<file path="src/rtl/bnn_param_loader_if.sv">
// Byte-stream handshake between the SPI deserialiser and the BNN parameter loader.
interface bnn_param_loader_if;
   logic       in_valid;
   logic [7:0] in_byte;
   logic       in_ready;

   modport master (output in_valid, output in_byte, input in_ready);
   modport slave  (input in_valid, input in_byte, output in_ready);
endinterface

</file>
<file path="src/rtl/bnn_param_loader.sv">
// Assembles byte-aligned input/weight/bias fields from a byte stream, commits them
// atomically, starts the BNN and captures its result with a bounded wait.
module bnn_param_loader #(
   parameter  int unsigned IN_W        = 4,
   parameter  int unsigned WT_W        = 16,
   parameter  int unsigned BS_W        = 16,
   parameter  int unsigned RES_W       = 4,
   parameter  int unsigned TIMEOUT_CYC = 256,
   localparam int unsigned NB_IN       = (IN_W + 7) / 8,
   localparam int unsigned NB_WT       = (WT_W + 7) / 8,
   localparam int unsigned NB_BS       = (BS_W + 7) / 8,
   localparam int unsigned NB          = NB_IN + NB_WT + NB_BS,
   localparam int unsigned CW          = $clog2(NB + 1)
) (
   input  logic              clk,
   input  logic              rst_n,
   bnn_param_loader_if.slave in_bus,
   input  logic              frame_abort,
   output logic [IN_W-1:0]   in_vec,
   output logic [WT_W-1:0]   weights,
   output logic [BS_W-1:0]   bias,
   output logic              bnn_start,
   input  logic              bnn_done,
   input  logic [RES_W-1:0]  bnn_result,
   output logic [RES_W-1:0]  result,
   output logic              result_valid,
   output logic              busy,
   output logic              timeout_err,
   output logic [CW-1:0]     byte_cnt
);

   localparam int unsigned TW = (TIMEOUT_CYC > 1) ? $clog2(TIMEOUT_CYC) : 1;
   localparam int unsigned FW = NB * 8;

   typedef enum logic {LOAD = 1'b0, RUN = 1'b1} state_t;

   state_t        state_q, state_d;
   logic [7:0]    shadow [NB-1];
   logic [FW-1:0] frame_c;
   logic [TW-1:0] run_cnt;
   logic          accept_c, commit_c, capture_c, expire_c;
   logic          unused_pad_c;

   assign in_bus.in_ready = (state_q == LOAD);

   // Full frame as seen on the committing edge: stored slots plus the byte in flight.
   always_comb begin
      frame_c = '0;
      for (int unsigned i = 0; i < NB - 1; i++) begin
         frame_c[i*8 +: 8] = shadow[i];
      end
      frame_c[(NB-1)*8 +: 8] = in_bus.in_byte;
   end

   // Padding bits above each field width are deliberately discarded.
   assign unused_pad_c = ^frame_c;

   always_ff @(posedge clk) begin
      if (!rst_n) state_q <= LOAD;
      else        state_q <= state_d;
   end

   always_comb begin
      state_d   = state_q;
      accept_c  = 1'b0;
      commit_c  = 1'b0;
      capture_c = 1'b0;
      expire_c  = 1'b0;
      case (state_q)
         LOAD: begin
            accept_c = in_bus.in_valid && !frame_abort;
            if (accept_c && (byte_cnt == CW'(NB - 1))) begin
               commit_c = 1'b1;
               state_d  = RUN;
            end
         end
         RUN: begin
            // Abort beats done, done beats timeout.
            if (frame_abort) begin
               state_d = LOAD;
            end else if (bnn_done) begin
               capture_c = 1'b1;
               state_d   = LOAD;
            end else if ((TIMEOUT_CYC != 0) && (run_cnt == TW'(TIMEOUT_CYC - 1))) begin
               expire_c = 1'b1;
               state_d  = LOAD;
            end
         end
         default: state_d = LOAD;
      endcase
   end

   always_ff @(posedge clk) begin
      if (!rst_n) begin
         byte_cnt     <= '0;
         in_vec       <= '0;
         weights      <= '0;
         bias         <= '0;
         bnn_start    <= 1'b0;
         result       <= '0;
         result_valid <= 1'b0;
         busy         <= 1'b0;
         timeout_err  <= 1'b0;
         run_cnt      <= '0;
         for (int unsigned i = 0; i < NB - 1; i++) shadow[i] <= '0;
      end else begin
         bnn_start <= commit_c;
         busy      <= (state_d == RUN);
         run_cnt   <= ((state_q == RUN) && (state_d == RUN)) ? run_cnt + TW'(1) : '0;

         if ((state_q == LOAD) && frame_abort) begin
            byte_cnt     <= '0;
            result_valid <= 1'b0;
         end else if (accept_c) begin
            if (byte_cnt == '0) result_valid <= 1'b0;
            if (commit_c) begin
               byte_cnt    <= '0;
               in_vec      <= frame_c[IN_W-1:0];
               weights     <= frame_c[NB_IN*8 +: WT_W];
               bias        <= frame_c[(NB_IN+NB_WT)*8 +: BS_W];
               timeout_err <= 1'b0;
            end else begin
               byte_cnt <= byte_cnt + CW'(1);
               for (int unsigned i = 0; i < NB - 1; i++) begin
                  if (byte_cnt == CW'(i)) shadow[i] <= in_bus.in_byte;
               end
            end
         end

         if (capture_c) begin
            result       <= bnn_result;
            result_valid <= 1'b1;
         end
         if (expire_c) timeout_err <= 1'b1;
      end
   end

endmodule
</file>
<file path="src/flat_wrapper.sv">
// flat-port wrapper written by rule: the top's interface ports become plain ports
module bnn_param_loader_flat 
#(
   parameter  int unsigned IN_W        = 4,
   parameter  int unsigned WT_W        = 16,
   parameter  int unsigned BS_W        = 16,
   parameter  int unsigned RES_W       = 4,
   parameter  int unsigned TIMEOUT_CYC = 256,
   localparam int unsigned NB_IN       = (IN_W + 7) / 8,
   localparam int unsigned NB_WT       = (WT_W + 7) / 8,
   localparam int unsigned NB_BS       = (BS_W + 7) / 8,
   localparam int unsigned NB          = NB_IN + NB_WT + NB_BS,
   localparam int unsigned CW          = $clog2(NB + 1)
)
  (clk, rst_n, frame_abort, in_vec, weights, bias, bnn_start, bnn_done, bnn_result, result, result_valid, busy, timeout_err, byte_cnt, in_bus_in_valid, in_bus_in_byte, in_bus_in_ready);
  bnn_param_loader_if in_bus_i ();
  input  logic clk;
  input  logic rst_n;
  input  logic frame_abort;
  output logic [IN_W-1:0] in_vec;
  output logic [WT_W-1:0] weights;
  output logic [BS_W-1:0] bias;
  output logic bnn_start;
  input  logic bnn_done;
  input  logic [RES_W-1:0] bnn_result;
  output logic [RES_W-1:0] result;
  output logic result_valid;
  output logic busy;
  output logic timeout_err;
  output logic [CW-1:0] byte_cnt;
  input wire logic [$bits(in_bus_i.in_valid)-1:0] in_bus_in_valid;
  input wire logic [$bits(in_bus_i.in_byte)-1:0] in_bus_in_byte;
  output wire logic [$bits(in_bus_i.in_ready)-1:0] in_bus_in_ready;
  assign in_bus_i.in_valid = in_bus_in_valid;
  assign in_bus_i.in_byte = in_bus_in_byte;
  assign in_bus_in_ready = in_bus_i.in_ready;
  bnn_param_loader #(.IN_W(IN_W), .WT_W(WT_W), .BS_W(BS_W), .RES_W(RES_W), .TIMEOUT_CYC(TIMEOUT_CYC)) u_core (.clk(clk), .rst_n(rst_n), .in_bus(in_bus_i), .frame_abort(frame_abort), .in_vec(in_vec), .weights(weights), .bias(bias), .bnn_start(bnn_start), .bnn_done(bnn_done), .bnn_result(bnn_result), .result(result), .result_valid(result_valid), .busy(busy), .timeout_err(timeout_err), .byte_cnt(byte_cnt));
endmodule
</file>
<file path="config.mk">
export PLATFORM = sky130hd
export DESIGN_NAME = bnn_param_loader_flat
export DESIGN_NICKNAME = d
export VERILOG_FILES = /design/src/rtl/bnn_param_loader_if.sv /design/src/rtl/bnn_param_loader.sv /design/src/flat_wrapper.sv
export SDC_FILE = /design/constraint.sdc
export NUM_CORES = 1
export LEC_CHECK = 0
export CAP_MARGIN = 25
export CORE_ASPECT_RATIO = 0.8
export CORE_MARGIN = 1.5
export CORE_UTILIZATION = 52
export CTS_CLUSTER_DIAMETER = 100
export DETAILED_ROUTE_END_ITERATION = 10
export HOLD_SLACK_MARGIN = 0.05
export PLACE_DENSITY = 0.8
export SLEW_MARGIN = 20
export SYNTH_ARGS = -nofsm -noshare
export SYNTH_HDL_FRONTEND = slang
export SYNTH_SLANG_ARGS = --single-unit
</file>
<file path="constraint.sdc">
create_clock -name clk -period 2.6 [get_ports clk]
set_clock_uncertainty 0.15 [all_clocks]
set_input_delay 0.52 -clock clk [delete_from_list [all_inputs] [get_ports clk]]
set_output_delay 0.52 -clock clk [all_outputs]
set_load 0.01 [all_outputs]
</file>
# Yosys cells after proc, flatten, opt, wreduce, memory -nomap -nowiden
# Memories as Yosys holds them, arrays and structs flattened. A register that Yosys moved wholly into a read port is not among the register bits.
# Cells that the tools add are included.
[word_totals]
mem_count = 1
inputBits = 17
ram_bits = 32
word_cells = 95
register_bits = 35
out_inout_bits = 48
[memory_table]
columns = ["memory", "words", "word_bits", "rd", "rd_clocked_by_memory_dff", "wr", "line", "text"]
rows = [
  ["u_core.shadow", 4, 8, 4, 4, 4, "bnn_param_loader.sv:38", "logic [7:0] shadow [NB-1];"],
]
[classes]
addsub = 2
n_bitwise = 7
eq_ne = 6
n_reduce_logical = 19
n_mux = 52
[ops]
columns = ["operator", "n"]
rows = [
  ["1-bit two-way mux", 46],
  ["8-bit two-way mux", 4],
  ["8-bit by 1-bit adder with 8-bit output, second input constant", 1],
  ["8-bit equality test, second input constant", 1],
  ["3-bit by 2-bit equality test with 1-bit output, second input constant", 2],
  ["3-bit AND reduction", 2],
  ["3-bit nonzero test", 2],
  ["1-bit logical NOT", 5],
  ["1-bit logical AND", 4],
  ["1-bit OR", 4],
  ["2-bit AND reduction", 2],
  ["2-bit nonzero test", 2],
  ["3-bit by 1-bit adder with 3-bit output, second input constant", 1],
  ["3-bit by 1-bit equality test with 1-bit output, second input constant", 1],
  ["3-bit equality test, second input constant", 1],
  ["3-bit logical NOT", 1],
  ["3-bit two-way mux", 1],
  ["1-bit inverter", 3],
  ["2-bit by 1-bit inequality test with 1-bit output, second input constant", 1],
  ["1-bit case mux with 2 select lines", 1],
  ["2-bit OR reduction", 1],
]

# Logic depth before layout (Yosys ltp)
# Gate-level depths: netlist (run 1).
[logic_depth]
depth_word = 11
mapped_depth = 7
ltp_nobuf = 5

# Worst setup path after synthesis (run 1)
# Ideal clock, no wire load.
[synth_timing]
path_kind = "register -> register"
from = "reg u_core.byte_cnt[0]"
to = "mem u_core.shadow[3][0] (enable)"
synth_period_minus_slack_ns = 1.910
setup_ns = 0.329
t_required_ns = 2.121
stages_incl_launch_ff = 7
n_path_buf = 1
setup_slack_ns = 0.690
arrival_ns = 1.431
path_cell_list = "dfxtp_1 -> inv_1 -> ha_1 -> nand2_1 -> clkbuf_1 -> nand3_1 -> nand2_1"
[synth_rtl]
columns = ["item", "line", "text"]
rows = [
  ["start, declared", "bnn_param_loader.sv:29", "output logic [CW-1:0] byte_cnt"],
  ["start signal, assigned", "bnn_param_loader.sv:123", "byte_cnt <= byte_cnt + CW'(1);"],
  ["end, declared", "bnn_param_loader.sv:38", ""],
]

==> results by group, run 1 <==
Placed design
  – Sum of net half-perimeters after detailed placement: 4684 um
  – RePlAce Congestion: 0.7767
  – Dpl cell area: 4135 um2
  – Number of I/O port buffers: 64

CTS
  – CTS tree: built
  – Clk Tree Root Cell: clkbuf_8
  – Hold Buf Count CTS: 0
  – TritonCTS buffer count: 9
  – Clock Sinks: 83
  – Cts repair resizes: 0
  – H-tree Lvls: 3
  – Worst-path clk slew: 0.08 ns
  – Worst-Skew Late Latency: 0.35 ns
  – Post-CTS setup buffer count: 0
  – Max Root-Sink Buffers: 2

Floorplan
  – Total core area: 6376 um2
  – Rows: 26
  – Io pins: 65
  – Die width: 93.90 um
  – Area of the die: 7109 um2
  – Die height: 75.72 um
  – Initial Utilization: 53.91%

Worst hold path
  – Hold path depth: 2
  – Worst hold start: u_core.bias[4]
  – Worst Hold End: u_core.bias[4]
  – Hold WC Path Type: reg -> reg

Synth
  – Cell taking the most area after synthesis: dfxtp_1
  – Top cells by area, synth: dfxtp_1 32%, edfxtp_1 24%, nand3_1 6.3%
  – Async set-reset flop share out of synthesis: 0%
  – Post-Syn Nets: 353
  – #FFs+latches synth: 83
  – Yosys warning count: 0
  – Seq/Total Area, Yosys: 56.50%
  – Cells after Synth: 330
  – Post-synth cell types: 37
  – Synth Cell Area: 3437 um2
  – Top FF cell, synth: dfxtp_1
  – Post-synth EDFFs: 28
  – Syn_area_per_cell: 10.42 um2
  – Top-area cell type share of the netlist area: 32.03%

Worst setup path
  – Crit. End Element: output pin
  – Largest stage delay, worst path: 0.62 ns
  – Worst reg2reg path startpoint: u_core.byte_cnt[0]
  – CP Cell Sequence: clkdlybuf4s50_1
  – FF-to-FF setup slack: 0.60 ns
  – CP Max Fanout: 9
  – Crit path launch type: flip-flop
  – CP arrival: 1.55 ns
  – Critical path's slowest cell: clkdlybuf4s50_1
  – Reg2reg path depth: 6
  – Crit path buf inv count: 1
  – R2r endpoint: u_core.weights[8]
  – Crit path max-delay family: buffers and inverters
  – Setup CP Type: reg -> out
  – WP data required: 1.93 ns

Finish
  – Post-route cell area: 4353 um2
  – # fillers: 514
  – Ant diodes: 0
  – Area growth, synth to finish: 26.65%
  – Nets: 413
  – Share of post-route cells with drive strength above 1: 6.835%

Route
  – Drt via density: 5.347
  – Vias: 2,561
  – Avg WL per Cell: 14.72 um
  – Drt total wl: 7051 um
  – DRT Pass-1 Iters: 4
  – 1st-iter DRT viols: 134
  – Remaining DRCs: 0
  – DRT antenna net count: 0

GRT
  – First-pass GRT wire length: 11,470 um
  – Total gr overflow: 0
  – GRT Util Overall: 21.87%
  – Largest net degree at the start of global routing: 49
  – Initial antenna violation count: 0
  – Vias in the first global route: 2,366

Timing
  – Max Fclk: 449.6 MHz
  – Slew Viols, Final: 0
  – RSZ-0062 raised after global routing: false
  – Final Hold Viols: 0
  – Worst-Margin Slew: 0.5590 ns
  – Final TNS setup: 0 ns
  – Max-slew headroom: 62.73%
  – Final period utilization: 85.54%
  – Final setup violation count: 0
  – Tmin final: 2.224 ns

Power and ir drop
  – Worst VDD drop: 0.2941 mV
  – Pwr per Cell Area: 567.6 nW/um2
  – Pleak: 0.001571 uW

Run
  – Max-cap viol count: 0

Outcome
  – Outcome: completed
cell type report:
class | count | area (um2) | share of cell area, %
inverter | 11 | 41.29 | 0.9485
clock buffer | 14 | 206.4 | 4.743
multi-input combinational | 213 | 1334 | 30.64
tap | 84 | 105.1 | 2.414
clock inverter | 2 | 11.26 | 0.2587
timing repair buffer | 72 | 713.2 | 16.38
sequential | 83 | 1942 | 44.61
state kept, by name, summed over array words and instances, names as in the netlist:
signal	flops
u_core.weights	16
u_core.in_vec	4
u_core.result_valid	1
u_core.bnn_start	1
u_core.byte_cnt	3
u_core.result	4
u_core.run_cnt	8
u_core.bias	16
u_core.shadow	28
u_core.timeout_err	1
u_core.state_q	1
worst min-delay path: stages, from the launching register on:
cell and delay (ns):
dfxtp_1 0.31, o21ai_0 0.06, a21boi_1 0.06
placed cells by master, fill, tap and decap left out, types with 3 or more instances in the layout:
master | netlist | layout
a31oi_1 | 3 | 3
clkdlybuf4s50_1 | 0 | 64
inv_1 | 11 | 11
nand3_1 | 43 | 43
clkbuf_8 | 0 | 9
a21boi_1 | 24 | 24
a21oi_1 | 4 | 4
edfxtp_1 | 28 | 28
buf_4 | 0 | 7
and2_1 | 26 | 26
clkbuf_16 | 0 | 3
nor2_1 | 11 | 11
and3_1 | 3 | 3
a21boi_0 | 12 | 12
dfxtp_1 | 55 | 55
nand2_1 | 16 | 16
o21ai_0 | 37 | 37
ha_1 | 6 | 6
mux2i_1 | 4 | 4
nor2b_1 | 4 | 4
Yosys cell counts, types with 2 or more instances:
library cell / number
buf_2: 8
nor2b_1: 4
clkbuf_1: 11
and3_1: 3
nor2_1: 11
a31oi_1: 3
and2_1: 26
xnor2_1: 2
a21boi_0: 12
nand2_1: 16
xor2_1: 2
nand3_1: 43
a21boi_1: 24
a21oi_1: 4
mux2i_1: 4
dfxtp_1: 55
buf_6: 4
ha_1: 6
o21ai_0: 37
inv_1: 11
edfxtp_1: 28
where the power goes:
part | total [uW] | switching [uW] | internal [uW] | leakage, uW
sequential | 1370 | 9.14 | 1360 | 0.000732
combinational | 137 | 77.9 | 59.3 | 0.000727
clock | 965 | 443 | 522 | 0.000112
total | 2470 | 530 | 1940 | 0.00157
routing by layer:
| metal | track usage [%] | up-vias | part of all wire [%] |
|---|---|---|---|
| met4 | 7.794 | 0 | 1.2 |
| met2 | 34.54 | 75 | 47 |
| met5 | 0 | - | 0 |
| met3 | 7.285 | 7 | 6.0 |
| met1 | 28.58 | 1200 | 46 |
| li1 | - | 1279 | - |
how the worst max path moves through the flow:
stage | start | to | slack, ns | depth (start not counted)
floorplan | u_core.byte_cnt[0] | u_core.shadow[3][0] | 0.69 | 6
global placement | frame_abort | u_core.shadow[1][4] | 0.29 | 4
detailed placement | frame_abort | u_core.shadow[1][6] | 0.26 | 4
CTS | u_core.state_q | busy | 0.35 | 1
global route | u_core.state_q | busy | 0.29 | 1
finish | u_core.state_q | busy | 0.38 | 1
per-stage QoR:
stage | total power [uW] | setup WS, ns | utilization, % | hold WS [ns] | instances
6_report | 2471 | 0.3760 | 68.27 | 0.3260 | 479
5_1_grt | 2559 | 0.2916 | 68.27 | 0.3533 | 479
4_1_cts | 2492 | 0.3540 | 68.27 | 0.3272 | 479
3_5_place_dp | 1536 | 0.2564 | 64.85 | 0.3164 | 463
3_3_place_gp | 1533 | 0.2852 | 64.85 | 0.3137 | 463
2_1_floorplan | 1471 | 0.6902 | - | 0.3030 | 330
cell families after synthesis:
| family | share of synthesized area (%) |
|---|---|
| AO/OA/AOI/OAI | 16.45 |
| adder cells (fa/ha/maj) | 2.184 |
| buffers and inverters | 4.878 |
| XOR/XNOR | 1.019 |
| flip-flops | 56.50 |
| AND/OR/NAND/NOR | 17.80 |
| multiplexers | 1.165 |
Power figures use the tool's default switching activity.
==> inputs of run 2 (changes only) <==
--- a/config.mk
+++ b/config.mk
@@ -6,8 +6,7 @@
 export NUM_CORES = 1
 export LEC_CHECK = 0
 export CAP_MARGIN = 25
-export CORE_ASPECT_RATIO = 0.8
-export CORE_MARGIN = 1.5
+export CORE_ASPECT_RATIO = 0.6
 export CORE_UTILIZATION = 52
 export CTS_CLUSTER_DIAMETER = 100
 export DETAILED_ROUTE_END_ITERATION = 10
==> run 2 against run 1 <==
Against the previous run:
- fmax is 0.15% lower
- largest cell class unchanged
- largest power group unchanged
- cell count fell by 0.21%
- clock power decreased by 9.9%
- critical path depth did not move
- critical endpoint unchanged
- register-to-register slack improved by 0.04 ns
- die area fell by 2.2%
- global-route usage grew 2.6 points
- via count increased by 3.6%
==> results by group, run 2 (synthesized netlist as in run 1, its figures left out) <==
Finish
  – # fillers: 497 (was 514)
  – Nets: 412 (was 413)
  – Ant diodes: 0 (unchanged)
  – Share of post-route cells with drive strength above 1: 6.853% (was 6.835%)
  – Most frequent cells in the layout: 64 x clkdlybuf4s50_1, 55 x dfxtp_1, 43 x nand3_1, 37 x o21ai_0, 28 x edfxtp_1 (unchanged)
  – Top reg by flops: u_core.shadow (unchanged)
  – Commonest non-fill, non-tap cell in the layout: clkdlybuf4s50_1 (unchanged)
  – Top flop regs: u_core.shadow (28), u_core.bias (16), u_core.weights (16) (unchanged)
  – Post-route cell area: 4303 um2 (was 4353 um2)
  – Max reg flops: 28 (unchanged)
  – Area growth, synth to finish: 25.19% (was 26.65%)

Floorplan
  – Total core area: 6248 um2 (was 6376 um2)
  – Die width: 107.0 um (was 93.90 um)
  – Rows: 22 (was 26)
  – Io pins: 65 (unchanged)
  – Initial Utilization: 55.01% (was 53.91%)
  – Die height: 64.98 um (was 75.72 um)
  – Area of the die: 6949 um2 (was 7109 um2)

Route
  – Drt total wl: 7748 um (was 7051 um)
  – DRT Pass-1 Iters: 4 (unchanged)
  – Vias: 2,652 (was 2,561)
  – Remaining DRCs: 0 (unchanged)
  – 1st-iter DRT viols: 215 (was 134)
  – Drt via density: 5.548 (was 5.347)
  – DRT antenna net count: 0 (unchanged)
  – Avg WL per Cell: 16.21 um (was 14.72 um)

GRT
  – First-pass GRT wire length: 12,880 um (was 11,470 um)
  – M1 GR Usage: 33.70% (was 28.58%)
  – GRT Util Overall: 24.47% (was 21.87%)
  – Most Used Layer, Global Route: met2 (unchanged)
  – Total gr overflow: 0 (unchanged)
  – Vias in the first global route: 2,554 (was 2,366)
  – GR Layer Usage met3: 5.433% (was 7.285%)
  – Largest net degree at the start of global routing: 39 (was 49)
  – Global Route met2 Usage: 38.79% (was 34.54%)
  – Initial antenna violation count: 0 (unchanged)

Worst setup path
  – Crit path launch type: flip-flop (unchanged)
  – Crit path max-delay family: buffers and inverters (unchanged)
  – Crit path buf inv count: 1 (unchanged)
  – Setup CP Type: reg -> out (unchanged)
  – CP arrival: 1.56 ns (was 1.55 ns)
  – Critical path's slowest cell: clkdlybuf4s50_1 (unchanged)
  – Largest stage delay, worst path: 0.62 ns (about the same)
  – Crit. End Element: output pin (unchanged)
  – WP data required: 1.93 ns (about the same)
  – CP Cell Sequence: clkdlybuf4s50_1 (unchanged)
  – CP Max Fanout: 9 (unchanged)

CTS
  – H-tree Lvls: 3 (unchanged)
  – Clock Sinks: 83 (unchanged)
  – Max Root-Sink Buffers: 2 (unchanged)
  – TritonCTS buffer count: 9 (unchanged)
  – Clk Tree Root Cell: clkbuf_8 (unchanged)
  – CTS tree: built (unchanged)
  – Worst-Skew Late Latency: 0.35 ns (about the same)
  – Post-CTS setup buffer count: 0 (unchanged)
  – Worst-path clk slew: 0.08 ns (about the same)
  – Cts repair resizes: 0 (unchanged)
  – Hold Buf Count CTS: 0 (unchanged)

Power and ir drop
  – Pleak: 0.001544 uW (was 0.001571 uW)
  – Pwr per Cell Area: 552.3 nW/um2 (was 567.6 nW/um2)
  – Worst VDD drop: 0.2937 mV (was 0.2941 mV)

Timing
  – Max-slew headroom: 70.86% (was 62.73%)
  – Final TNS setup: 0 ns (unchanged)
  – Final period utilization: 85.67% (was 85.54%)
  – Final setup violation count: 0 (unchanged)
  – RSZ-0062 raised after global routing: false (unchanged)
  – Final Hold Viols: 0 (unchanged)
  – Slew Viols, Final: 0 (unchanged)
  – Tmin final: 2.227 ns (was 2.224 ns)
  – Worst-Margin Slew: 0.4371 ns (was 0.5590 ns)
  – Max Fclk: 448.9 MHz (was 449.6 MHz)

Run
  – Max-cap viol count: 0 (unchanged)

Placed design
  – RePlAce Congestion: 0.8554 (was 0.7767)
  – Number of I/O port buffers: 64 (unchanged)
  – Dpl cell area: 4115 um2 (was 4135 um2)
  – Sum of net half-perimeters after detailed placement: 5115 um (was 4684 um)

Worst hold path
  – Hold WC Path Type: reg -> reg (unchanged)

Outcome
  – Outcome: completed (unchanged)
[run 2: power breakdown]
part	switching (uW)	total [uW]	internal, uW	leakage [uW]
logic	80.9	138	57.0	0.000717
registers	9.99	1370	1360	0.000732
clock network	461	869	407	0.0000948
[run 2: final cells by class]
type / instances / area, um2 / area share [%]
Tap cell: 84 / 105.1 / 2.443
Clock inverter: 5 / 35.03 / 0.8142
Clock buffer: 11 / 152.6 / 3.548
Sequential cell: 83 / 1942 / 45.13
Timing Repair Buffer: 71 / 693.2 / 16.11
Inverter: 11 / 41.29 / 0.9596
Multi-Input combinational cell: 213 / 1334 / 31.00
[run 2: path summary, 6_finish.rpt]
kind | from | end | slack, ns | cells past startpoint
hold / removal | u_core.bias[5] | u_core.bias[5] | 0.33 | 2
setup reg to reg | u_core.byte_cnt[0] | u_core.weights[1] | 0.64 | 6
setup / recovery | u_core.state_q | busy | 0.37 | 1
hold reg to reg | u_core.bias[5] | u_core.bias[5] | 0.33 | 2
[run 2: stage by stage]
step / total power, uW / utilization, % / worst slack, ns / std cells / hold slack, ns
5_1_grt: 2471 / 68.86 / 0.3137 / 478 / 0.3595
2_1_floorplan: 1471 / - / 0.6902 / 330 / 0.3030
3_5_place_dp: 1535 / 65.86 / 0.1901 / 462 / 0.3176
6_report: 2376 / 68.86 / 0.3725 / 478 / 0.3281
3_3_place_gp: 1533 / 65.86 / 0.2874 / 462 / 0.3122
4_1_cts: 2394 / 68.86 / 0.3599 / 478 / 0.3296
[run 2: metal layers]
metal | share of wire, % | wire [um]
met2 | 46 | 3553
met5 | 0 | 0
met4 | 1.0 | 79
met3 | 10 | 794
met1 | 43 | 3320
